[src/rtl/serial_subtractor_if.sv]
// Operand/result bundle for the bit-serial subtractor.
// master drives the request side, slave (the subtractor) drives the result side.
interface serial_subtractor_if #(
    parameter int WIDTH = 8
);
    logic             start;
    logic [WIDTH-1:0] a;
    logic [WIDTH-1:0] b;
    logic             bin;
    logic             busy;
    logic             done;
    logic [WIDTH-1:0] diff;
    logic             bout;

    modport master (
        output start, a, b, bin,
        input  busy, done, diff, bout
    );

    modport slave (
        input  start, a, b, bin,
        output busy, done, diff, bout
    );
endinterface

[src/rtl/serial_subtractor.sv]
// Bit-serial subtractor: diff = (a - b - bin) mod 2^WIDTH, one bit per clock,
// LSB first, through a single full-subtractor cell and a registered borrow.
// Operands are captured on an accepted start; done pulses for one cycle when
// diff/bout carry the new result. All outputs are registered.
module serial_subtractor #(
    parameter int WIDTH = 8
) (
    input  logic                clk,
    input  logic                rst,
    serial_subtractor_if.slave  bus
);
    localparam int CW = $clog2(WIDTH + 1);

    typedef enum logic {
        IDLE,
        RUN
    } state_t;

    state_t           state, state_next;
    logic [WIDTH-1:0] sa, sa_next;
    logic [WIDTH-1:0] sb, sb_next;
    logic             borrow, borrow_next;
    logic [CW-1:0]    count, count_next;
    logic [WIDTH-1:0] diff_q, diff_next;
    logic             bout_q, bout_next;
    logic             busy_q, busy_next;
    logic             done_q, done_next;

    logic             x, y, d, borrow_bit, last_bit;
    logic [WIDTH-1:0] sa_shift;

    // Full-subtractor cell on the current LSBs and registered borrow.
    assign x          = sa[0];
    assign y          = sb[0];
    assign d          = x ^ y ^ borrow;
    assign borrow_bit = (~x & y) | (~(x ^ y) & borrow);
    assign last_bit   = (count == CW'(WIDTH - 1));

    // The minuend register doubles as the result shift register: each
    // difference bit enters at the MSB as the consumed minuend bit leaves at
    // the LSB, so after WIDTH shifts sa holds the complete result.
    generate
        if (WIDTH == 1) begin : g_single
            assign sa_shift = d;
        end else begin : g_multi
            assign sa_shift = {d, sa[WIDTH-1:1]};
        end
    endgenerate

    // State and datapath registers; reset clears everything, aborting any run.
    always_ff @(posedge clk or posedge rst) begin
        if (rst) begin
            state  <= IDLE;
            sa     <= '0;
            sb     <= '0;
            borrow <= 1'b0;
            count  <= '0;
            diff_q <= '0;
            bout_q <= 1'b0;
            busy_q <= 1'b0;
            done_q <= 1'b0;
        end else begin
            state  <= state_next;
            sa     <= sa_next;
            sb     <= sb_next;
            borrow <= borrow_next;
            count  <= count_next;
            diff_q <= diff_next;
            bout_q <= bout_next;
            busy_q <= busy_next;
            done_q <= done_next;
        end
    end

    // Next-state, datapath and output logic for the IDLE/RUN sequencer.
    always_comb begin
        state_next  = state;
        sa_next     = sa;
        sb_next     = sb;
        borrow_next = borrow;
        count_next  = count;
        diff_next   = diff_q;
        bout_next   = bout_q;
        busy_next   = busy_q;
        done_next   = 1'b0;

        unique case (state)
            IDLE: begin
                busy_next = 1'b0;
                if (bus.start) begin
                    sa_next     = bus.a;
                    sb_next     = bus.b;
                    borrow_next = bus.bin;
                    count_next  = '0;
                    busy_next   = 1'b1;
                    state_next  = RUN;
                end
            end
            RUN: begin
                sa_next     = sa_shift;
                sb_next     = sb >> 1;
                borrow_next = borrow_bit;
                count_next  = count + CW'(1);
                if (last_bit) begin
                    diff_next  = sa_shift;
                    bout_next  = borrow_bit;
                    done_next  = 1'b1;
                    busy_next  = 1'b0;
                    count_next = '0;
                    state_next = IDLE;
                end
            end
            default: begin
                state_next = IDLE;
                busy_next  = 1'b0;
            end
        endcase
    end

    assign bus.busy = busy_q;
    assign bus.done = done_q;
    assign bus.diff = diff_q;
    assign bus.bout = bout_q;
endmodule

[src/flat_wrapper.sv]
// flat-port wrapper written by rule: the top's interface ports become plain ports
module serial_subtractor_flat 
#(
    parameter int WIDTH = 8
)
  (clk, rst, bus_start, bus_a, bus_b, bus_bin, bus_busy, bus_done, bus_diff, bus_bout);
  serial_subtractor_if #(.WIDTH(WIDTH)) bus_i ();
  input  logic clk;
  input  logic rst;
  input wire logic [$bits(bus_i.start)-1:0] bus_start;
  input wire logic [$bits(bus_i.a)-1:0] bus_a;
  input wire logic [$bits(bus_i.b)-1:0] bus_b;
  input wire logic [$bits(bus_i.bin)-1:0] bus_bin;
  output wire logic [$bits(bus_i.busy)-1:0] bus_busy;
  output wire logic [$bits(bus_i.done)-1:0] bus_done;
  output wire logic [$bits(bus_i.diff)-1:0] bus_diff;
  output wire logic [$bits(bus_i.bout)-1:0] bus_bout;
  assign bus_i.start = bus_start;
  assign bus_i.a = bus_a;
  assign bus_i.b = bus_b;
  assign bus_i.bin = bus_bin;
  assign bus_busy = bus_i.busy;
  assign bus_done = bus_i.done;
  assign bus_diff = bus_i.diff;
  assign bus_bout = bus_i.bout;
  serial_subtractor #(.WIDTH(WIDTH)) u_core (.clk(clk), .rst(rst), .bus(bus_i));
endmodule
[config.mk]
export PLATFORM = sky130hd
export DESIGN_NAME = serial_subtractor_flat
export DESIGN_NICKNAME = d
export VERILOG_FILES = /design/src/rtl/serial_subtractor_if.sv /design/src/rtl/serial_subtractor.sv /design/src/flat_wrapper.sv
export SDC_FILE = /design/constraint.sdc
export NUM_CORES = 1
export LEC_CHECK = 0
export BUFFER_PORTS_ARGS = -buffer_cell sky130_fd_sc_hd__buf_2
export CAP_MARGIN = 20
export CELL_PAD_IN_SITES_DETAIL_PLACEMENT = 1
export CELL_PAD_IN_SITES_GLOBAL_PLACEMENT = 2
export CORE_ASPECT_RATIO = 1.1
export CORE_MARGIN = 10
export CORE_UTILIZATION = 31
export CTS_CLUSTER_DIAMETER = 40
export DETAILED_ROUTE_END_ITERATION = 16
export GPL_ROUTABILITY_DRIVEN = 1
export PLACE_DENSITY_LB_ADDON = 0.1
export RECOVER_POWER = 25
export SYNTH_ARGS = -nofsm -noshare
export SYNTH_HDL_FRONTEND = slang
export SYNTH_SLANG_ARGS = --single-unit
[constraint.sdc]
create_clock -name clk -period 1.57 [get_ports clk]
set_clock_uncertainty 0.2 [all_clocks]
set_input_delay 0.157 -clock clk [delete_from_list [all_inputs] [get_ports clk]]
set_output_delay 0.157 -clock clk [all_outputs]
set_load 0.02 [all_outputs]
==> results of run 1 <==
-- worst paths after layout --
check / depth (start not counted) / slack, ns / to
worst max-delay path: 3 / 0.04 / u_core.bus.diff[7]$_DFFE_PP0P_
worst min register to register: 2 / 0.29 / u_core.sb[1]$_DFFE_PP0P_
worst max register to register: 3 / 0.04 / u_core.bus.diff[7]$_DFFE_PP0P_
worst min-delay path: 3 / -0.006 / u_core.sb[4]$_DFFE_PP0P_
min in group asynchronous: 4 / 0.44 / u_core.bus.done$_DFF_PP0_
max in group asynchronous: 4 / 0.24 / u_core.bus.diff[5]$_DFFE_PP0P_
-- cells by family after synthesis --
| logic type | after synthesis |
|---|---|
| multiplexers | 24 |
| adder cells (fa/ha/maj) | 2 |
| buffers and inverters | 15 |
| AND/OR/NAND/NOR | 28 |
| AO/OA/AOI/OAI | 28 |
| flip-flops | 33 |
-- flip-flops by register name, summed over array words and instances (netlist names) --
name / cells
u_core.bus.done: 1
u_core.bus.busy: 1
u_core.bus.bout: 1
u_core.bus.diff: 8
u_core.count: 4
u_core.state: 1
u_core.sa: 8
u_core.sb: 8
u_core.borrow: 1
-- placed cells by master, fill, tap and decap left out, types with 2 or more instances in the layout --
master / synthesis / final
o21ai_0: 21 / 21
dfrtp_1: 33 / 33
dlygate4sd3_1: 0 / 11
a21oi_1: 5 / 5
mux2_4: 7 / 7
nand2_1: 19 / 19
clkbuf_8: 0 / 6
mux2i_1: 16 / 16
buf_12: 0 / 3
buf_2: 2 / 31
nor2_1: 3 / 3
buf_4: 2 / 6
inv_1: 7 / 7
nand2b_1: 2 / 2
-- report_power, final --
| group | switching (mW) | leakage, nW | internal [mW] |
|---|---|---|---|
| sequential | 0.261 | 0.413 | 1.24 |
| clock | 0.294 | 0.0443 | 0.348 |
| combinational | 0.787 | 0.549 | 0.740 |
-- stage by stage --
stage	instances	power, mW	worst slack, ns	hold slack (ns)
2_1_floorplan	130	2.47	0.0495	0.0859
3_3_place_gp	217	2.95	0.0781	0.0750
3_5_place_dp	217	3.02	0.0409	0.0853
4_1_cts	235	3.70	0.0306	0.000531
5_1_grt	236	3.97	0.00784	0.0198
6_report	236	3.67	0.0404	-0.00553
-- layer usage --
layer / share of wire [%] / up-vias / global-route usage (%)
met5: 0 / - / 0
met4: 0.78 / 0 / 3.71
met3: 5.3 / 3 / 2.98
met2: 46 / 26 / 14.9
met1: 48 / 526 / 10.8
li1: - / 537 / -
-- cell type report --
class	count	area, um^2	share of cell area, %
tap	56	70.1	3.56
multi-input combinational	82	591	30.0
clock buffer	7	86.3	4.38
timing repair buffer	51	370	18.8
sequential	33	826	41.9
inverter	7	26.3	1.33
-- worst max-delay path: stages (launching register included) --
cell and delay [ns]:
dfrtp_1 0.35, inv_1 0.07, fa_1 0.51, mux2_4 0.29
-- what timing repair did --
item,4_1_cts,5_1_grt
setup endpoints to repair,0,3
buffers inserted,0,1
hold endpoints to repair,43,0
resized for setup,0,1
hold buffers,11,0
==> results.md, run 1 <==
- Status: finished with violations
- Failing checks: hold timing
- Compound-Gate Fraction of Synth Area: 9.80%
- Final TNS setup: 0 ns
- Synth Register Bits: 33
- Yosys top cell by area: dfrtp_1
- Post-Synth XOR/XNOR Area: 0%
- H-tree levels: 2
- CTS buffer count: 5
- Post-Syn Area per Cell: 11.4 um^2
- HPWL after DPL: 2440 um
- Worst Setup SP: u_core.sb[0]$_DFFE_PP0P_
- Max_cap viols: 0
- Routed vias/inst: 4.63
- ANT cells: 0
- Post-synth ARST share: 100%
- Worst setup EP type: flip-flop
- Number of enable flip-flop cells after synthesis: 0
- Startpoint class of the critical path: flip-flop
- Maximum VDD drop: 0.476 mV
- Hold slack: -0.00553 ns
- Max-slew headroom: 49.0%
- Synth Cell Area: 0.00148 mm^2
- Hold Crit Start: bus_b[4]
- Largest family of logic cells by synthesized area: multiplexers
- Crit path DAT: 1.49 ns
- Post-synthesis mux area share: 18.7%
- PwrDens: 1860 mW/mm^2
- First-pass GRT wire length: 5980 um
- Routed WL: 3460 um
- Peak fanout along the critical path: 2
- Hold Fails Final Rpt: 1
- Final core area utilization: 42.3%
- Largest cells by area after synthesis: dfrtp_1, mux2i_1, mux2_4, o21ai_0, nand2_1
- Pleak: 1.01 nW
- Pin count of the biggest net entering global routing: 44
- Final Instance Area: 0.00197 mm^2
- Via count: 1092
- Most common cell in the netlist: dfrtp_1
- Main synth FF type: dfrtp_1
- Type of the most critical hold path: primary input to flip-flop
- Die ar.: 0.00795 mm^2
- Port Buffers: 30
- RSZ-0062 raised after global routing: false
- RePlAce Congestion: 0.676
- Launch point of the worst reg-to-reg path: u_core.sb[0]$_DFFE_PP0P_
- Yosys top cell area share: 55.7%
- Starting density of the core: 31.8%
- Area Growth Syn to Fin: 32.9%
- Drt wl/cell: 14.6 um
- Longest Clk Path Bufs: 2
- Vias in the first global route: 1276
- Sequential area share after synthesis: 55.7%
- First DRT Iteration DRCs: 33
- Die Ht: 92.5 um
- Worst slew pin tran: 0.765 ns
- Die Width: 85.9 um
- Post-synthesis cell count: 130
- Ratio of cells with drive above 1 in the final layout: 30.6%
- Clock Latency Late Sink: 0.28 ns
- Clk pin slew, worst setup/hold paths: 0.07 ns
- Pins Over Slew Limit: 0
- Final nets: 202
- Initial antenna violation count: 0
- Syn nets: 152
- Crit path required time: 1.53 ns
- Simple-Gate Fraction of Synth Area: 8.61%
- Highest Clock Rate: 654 MHz
- Row cnt: 26
- Drt pass-1 iters: 4
- GRT Residual Overflow: 0
- Yosys cell types: 22
- Min Tclk post-route: 1.53 ns
- Final setup violation count: 0
- Core Area: 0.00465 mm^2
- Yosys warnings: 0
- DR DRC count: 0
- Total Routing Usage GR: 9.14%
- Clk sinks: 33
- Remaining antenna violation count after routing: 0
- Tcrit/Tclk final: 97.4%
- I/O pin cnt: 31
- Fill cells: 530
- CP Class: flip-flop to flip-flop
- List of most frequent post-synthesis cells: dfrtp_1, o21ai_0, nand2_1
- Synth Area in Adders: 2.20%
- CTS tree: built
- Post-DP Area: 0.00176 mm^2
- Clk root buf: clkbuf_8
(Power assumes the default switching activity.)
==> inputs of run 2 (changes only) <==
Settings changed: PLACE_DENSITY_LB_ADDON 0.1 to 0.05.
==> results.md, run 2 (synthesized netlist as in run 1, its figures left out) <==
- Status: finished clean
- Post-DP Area: 0.00175 mm^2 (-0.57%)
- Via count: 1118 (+2.4%)
- FF-to-FF path depth: 4 (+1)
- Post-cts hold buffer count: 15 (+4)
- Initial antenna violation count: 0 (unchanged)
- Die ar.: 0.00795 mm^2 (unchanged)
- Core Area: 0.00465 mm^2 (unchanged)
- Die Width: 85.9 um (unchanged)
- Starting density of the core: 31.8% (unchanged)
- Peak fanout along the critical path: 4 (+2)
- Routed WL: 3520 um (+1.7%)
- Clk sinks: 33 (unchanged)
- Crit path DAT: 1.49 ns (about the same)
- Hold slack: 0.00154 ns (+0.00707 ns)
- Port Buffers: 30 (unchanged)
- RSZ-0062 raised after global routing: false
- Vias in the first global route: 1278 (+0.16%)
- Drt pass-1 iters: 2 (-2)
- Area Growth Syn to Fin: 33.9%
- Final core area utilization: 42.6% (+0.30 points)
- Maximum VDD drop: 0.608 mV (+28%)
- CP Class: flip-flop to flip-flop
- FF+latch area: 826 um^2 (unchanged)
- H-tree levels: 2 (unchanged)
- Remaining antenna violation count after routing: 0 (unchanged)
- Worst hold stages: 3 (unchanged)
- Drt wl/cell: 14.6 um (-0.40%)
- CP max stage cell: dfrtp_1
- CP Cell Sequence: ha_1 -> nand4b_2 -> buf_4 -> mux2_4
- Worst reg2reg path endpoint: u_core.bus.diff[1]$_DFFE_PP0P_
- R2r setup slk: 0.05 ns (about the same)
- Startpoint class of the critical path: flip-flop
- Launch point of the worst reg-to-reg path: u_core.count[0]$_DFFE_PP0P_
- Final cell count without fillers: 241 (+2.1%)
- RePlAce Congestion: 0.690 (+2.0%)
- First-pass GRT wire length: 5970 um (-0.23%)
- ANT cells: 0 (unchanged)
- Tot Pwr: 3.62 mW (-1.2%)
- CTS buffer count: 5 (unchanged)
- Final Instance Area: 0.00198 mm^2 (+0.70%)
- PwrDens: 1830 mW/mm^2 (-1.9%)
- Worst Hold Path EP: u_core.sb[0]$_DFFE_PP0P_
- Pins Over Slew Limit: 0 (unchanged)
- Max_cap viols: 0 (unchanged)
- Min Tclk post-route: 1.52 ns (-0.00994 ns)
- DP Worst Slack: 0.0554 ns (+0.0145 ns)
- Die Ht: 92.5 um (unchanged)
- Hold Crit Start: bus_b[0]
- Ratio of cells with drive above 1 in the final layout: 30.3% (-0.29 points)
- Post-CTS sizing: 0 (unchanged)
- Largest stage delay on the critical path: 0.38 ns (-0.13 ns)
- Setup WS post-layout: 0.0503 ns (+0.00994 ns)
- Clk root buf: clkbuf_8
- GRT Residual Overflow: 0 (unchanged)
- Final setup violation count: 0 (unchanged)
- Row cnt: 26 (unchanged)
- Hold Fails Final Rpt: 0 (-1)
- I/O pin cnt: 31 (unchanged)
- Max-slew headroom: 50.4% (+1.4 points)
- Clk pin slew, worst setup/hold paths: 0.06 ns (about the same)
- Pleak: 1.01 nW (+0.64%)
- Longest Clk Path Bufs: 2 (unchanged)
- Clock Latency Late Sink: 0.28 ns (about the same)
- Total Routing Usage GR: 9.34% (+0.20 points)
- Final nets: 207 (+2.5%)
- HPWL after DPL: 2430 um (-0.49%)
- Pin count of the biggest net entering global routing: 44 (unchanged)
- Crit path required time: 1.54 ns (about the same)
- Highest Clock Rate: 658 MHz (+0.65%)
- Tcrit/Tclk final: 96.8% (-0.63 points)
- Final TNS setup: 0 ns (unchanged)
- Routed vias/inst: 4.64 (+0.26%)
- Leading cell type in the layout, fill and taps excluded: dfrtp_1
- Worst slew pin tran: 0.743 ns (-0.0211 ns)
- First DRT Iteration DRCs: 36 (+9.1%)
- CTS tree: built
- Worst Setup SP: u_core.count[0]$_DFFE_PP0P_
- DR DRC count: 0 (unchanged)
- Placed Instances: 219 (+0.92%)
- Fill cells: 525 (-0.94%)
- Commonest cells after routing, fill and taps aside: dfrtp_1, buf_2, o21ai_0
- Multi-input logic area: 582 um^2 (-1.5%)
- Worst setup EP type: flip-flop
- Type of the most critical hold path: primary input to flip-flop
- Post-CTS setup repair buffer count: 0 (unchanged)
run 2: cell types whose count changed in the layout (fill, tap and decap cells not counted), sizes merged:
cell,previous run,this run
dlygate4sd3,11,15
buf,40,41
run 2: layer usage:
metal / global-route usage [%] / vias up / wire (um)
li1: - / 544 / -
met5: 0 / - / 0
met3: 3.86 / 6 / 197
met4: 3.71 / 0 / 56
met2: 15.1 / 21 / 1710
met1: 10.6 / 547 / 1550
run 2: where the power goes:
part / internal (mW) / switching [mW]
clock: 0.348 / 0.291
sequential: 1.24 / 0.253
combinational: 0.721 / 0.773
run 2: cell type report:
cell class                      count  area share (%)
Sequential cell                    33            41.6
Multi-Input combinational cell     82            29.3
Timing Repair Buffer               56            19.8
Clock buffer                        7            4.35
Tap cell                           56            3.53
Inverter                            7            1.32
run 2: how the worst max path moves through the flow:
stage	end	slack, ns
floorplan	u_core.bus.diff[0]$_DFFE_PP0P_	0.05
global placement	u_core.bus.diff[2]$_DFFE_PP0P_	0.08
detailed placement	u_core.bus.diff[1]$_DFFE_PP0P_	0.06
CTS	u_core.bus.diff[1]$_DFFE_PP0P_	0.04
global route	u_core.bus.diff[0]$_DFFE_PP0P_	0.006
finish	u_core.bus.diff[1]$_DFFE_PP0P_	0.05
run 2: worst max-delay path: cells and delay by family, from the launching register on:
family | cells | cell delay [ns]
adder cells (fa/ha/maj) | 1 | 0.22
buffers and inverters | 1 | 0.17
flip-flops | 1 | 0.38
multiplexers | 1 | 0.30
AND/OR/NAND/NOR | 1 | 0.13
==> inputs of run 3 (changes only) <==
Settings changed: ABC_AREA set to 1.
Clock period 1.57 ns to 1.44 ns, I/O delays scaled along.
==> results.md, run 3 <==
- Pins Over Slew Limit: 0 (unchanged)
- HPWL after DPL: 2690 um (+11%)
- Row cnt: 25 (-3.8%)
- Clk sinks: 33 (unchanged)
- Highest Clock Rate: 708 MHz (+7.5%)
- Buf+Inv Stages, Crit Path: 1 (unchanged)
- CP Class: flip-flop to flip-flop
- Multi-input logic area: 574 um^2 (-1.3%)
- Synth Cell Area: 0.00143 mm^2 (-3.5%)
- CP max stage cell: fa_1
- Yosys warnings: 0 (unchanged)
- RePlAce Congestion: 0.712 (+3.2%)
- CTS tree: built
- Ratio of cells with drive above 1 in the final layout: 31.8% (+1.5 points)
- Sequential area share after synthesis: 57.7% (+2.0 points)
- Yosys top cell by area: dfrtp_1
- Area Growth Syn to Fin: 42.1%
- Core Area: 0.00438 mm^2 (-5.9%)
- PwrDens: 1980 mW/mm^2 (+8.1%)
- Crit path required time: 1.44 ns (-0.10 ns)
- I/O pin cnt: 31 (unchanged)
- Pin count of the biggest net entering global routing: 34 (-23%)
- Clk pin slew, worst setup/hold paths: 0.07 ns (about the same)
- Pleak: 1.01 nW (+0.26%)
- Remaining antenna violation count after routing: 0 (unchanged)
- Routed vias/inst: 4.62 (-0.32%)
- Synth Register Bits: 33 (unchanged)
- Total Routing Usage GR: 10.8% (+1.5 points)
- Max_cap viols: 0 (unchanged)
- List of most frequent post-synthesis cells: nand2_1, dfrtp_1, nand3_1
- FF+latch area: 826 um^2 (unchanged)
- Starting density of the core: 32.7% (+0.81 points)
- Main synth FF type: dfrtp_1
- CP delay by family, top: adder cells
- Yosys top cell area share: 57.7% (+2.0 points)
- Number of enable flip-flop cells after synthesis: 0 (unchanged)
- Initial antenna violation count: 0 (unchanged)
- Longest Clk Path Bufs: 2 (unchanged)
- Die Width: 84.8 um (-1.3%)
- Drt pass-1 iters: 6 (+4)
- Post-Syn Area per Cell: 8.94 um^2 (-22%)
- Die Ht: 91.2 um (-1.4%)
- GRT Residual Overflow: 0 (unchanged)
- Clock Latency Late Sink: 0.28 ns (about the same)
- DR DRC count: 0 (unchanged)
- Peak fanout along the critical path: 2 (-2)
- ANT cells: 0 (unchanged)
- Status: finished clean
- Final setup violation count: 0 (unchanged)
- Leading cell type in the layout, fill and taps excluded: nand2_1
- Min Tclk post-route: 1.41 ns (-0.106 ns)
- Startpoint class of the critical path: flip-flop
- Vias in the first global route: 1462 (+14%)
- Crit path DAT: 1.41 ns (-0.08 ns)
- Yosys cell types: 23 (+4.5%)
- Hold Fails Final Rpt: 0 (unchanged)
- Largest stage delay on the critical path: 0.53 ns (+0.15 ns)
- Final nets: 242 (+17%)
- Max-slew headroom: 68.8% (+18 points)
- Post-synth ARST share: 100% (unchanged)
- Via count: 1267 (+13%)
- Post-synthesis cell count: 160 (+23%)
- Largest cells by area after synthesis: dfrtp_1, nand2_1, nand3_1, buf_6, inv_1
- Commonest cells after routing, fill and taps aside: nand2_1, dfrtp_1, buf_2
- Maximum VDD drop: 0.696 mV (+14%)
- Drt wl/cell: 14.0 um (-4.0%)
- H-tree levels: 2 (unchanged)
- Type of the most critical hold path: flip-flop to flip-flop
- First DRT Iteration DRCs: 27 (-25%)
- Port Buffers: 30 (unchanged)
- Worst setup EP type: flip-flop
- Fill cells: 526 (+0.19%)
- Clk root buf: clkbuf_8
- CTS buffer count: 5 (unchanged)
- RSZ-0062 raised after global routing: true
- Final cell count without fillers: 274 (+14%)
- Final TNS setup: 0 ns (unchanged)
- First-pass GRT wire length: 6800 um (+14%)
- CP Cell Sequence: fa_1 -> inv_2 -> o211ai_1
- Routed WL: 3840 um (+9.2%)
- Tcrit/Tclk final: 98.1% (+1.3 points)
- Die ar.: 0.00773 mm^2 (-2.7%)
- Tot Pwr: 4.02 mW (+11%)
- Final core area utilization: 46.4% (+3.8 points)
- Syn nets: 182 (+20%)
- Placed Instances: 247 (+13%)
- Worst slew pin tran: 0.468 ns (-0.276 ns)
- Most common cell in the netlist: nand2_1
==> run 3: stage by stage <==
step           cell area [um^2]  hold slack [ns]  setup WS (ns)
3_3_place_gp               1670           0.0588         0.0194
6_report                   2030            0.274         0.0268
4_1_cts                    1970            0.278        0.00625
5_1_grt                    2030            0.302        -0.0459
3_5_place_dp               1670           0.0712        -0.0107
2_1_floorplan              1430           0.0639         0.0920
==> run 3: final timing paths <==
check                                               start  slack (ns)  cells after the start                              to
min in group asynchronous                             rst        0.33                      4     u_core.bus.bout$_DFFE_PP0P_
max in group asynchronous                             rst        0.38                      4        u_core.sb[4]$_DFFE_PP0P_
setup reg to reg                 u_core.sa[0]$_DFFE_PP0P_        0.03                      3        u_core.sa[7]$_DFFE_PP0P_
setup / recovery                 u_core.sa[0]$_DFFE_PP0P_        0.03                      3        u_core.sa[7]$_DFFE_PP0P_
hold / removal             u_core.bus.diff[4]$_DFFE_PP0P_        0.27                      2  u_core.bus.diff[4]$_DFFE_PP0P_
hold reg to reg            u_core.bus.diff[4]$_DFFE_PP0P_        0.27                      2  u_core.bus.diff[4]$_DFFE_PP0P_
==> run 3: logic make-up after synthesis <==
kind of cell / share of synthesized area (%)
and+or+nand+nor: 27.7
DFF: 57.7
buffers and inverters: 6.65
AOI/OAI and AO/OA: 4.99
adders and majority gates: 2.27
xor gates and xnor gates: 0.613
==> run 3: area by class of cell <==
class / count / area share, %
clock buffers: 7 / 4.25
inverters: 11 / 2.52
multi-input cells: 110 / 28.3
flip-flops and latches: 33 / 40.6
well taps: 54 / 3.33
repair buffers: 59 / 21.0
==> run 3: routing by layer <==
layer | global-route usage (%) | vias up | wire, um
li1 | - | 618 | -
met1 | 11.9 | 620 | 1690
met2 | 18.1 | 22 | 1890
met3 | 4.20 | 7 | 200
met4 | 4.26 | 0 | 60
met5 | 0 | - | 0
==> run 3: repair_timing <==
item / in CTS / in global routing
setup endpoints to repair: 7 / 12
buffers inserted: 1 / 0
hold buffers: 19 / 0
pin swaps: 2 / 7
endpoints found under the hold margin: 51 / 0
gates resized for setup: 6 / 19
==> run 3: worst reg2reg max path, stage by stage, from the launching register on <==
cell,delay (ns)
dfrtp_1,0.40
fa_1,0.53
inv_2,0.04
o211ai_1,0.15
==> run 3: where the power goes <==
part           total [mW]  switching [mW]  internal [mW]
clock network       0.710           0.331          0.379
logic                1.65           0.935          0.719
registers            1.65           0.321           1.33
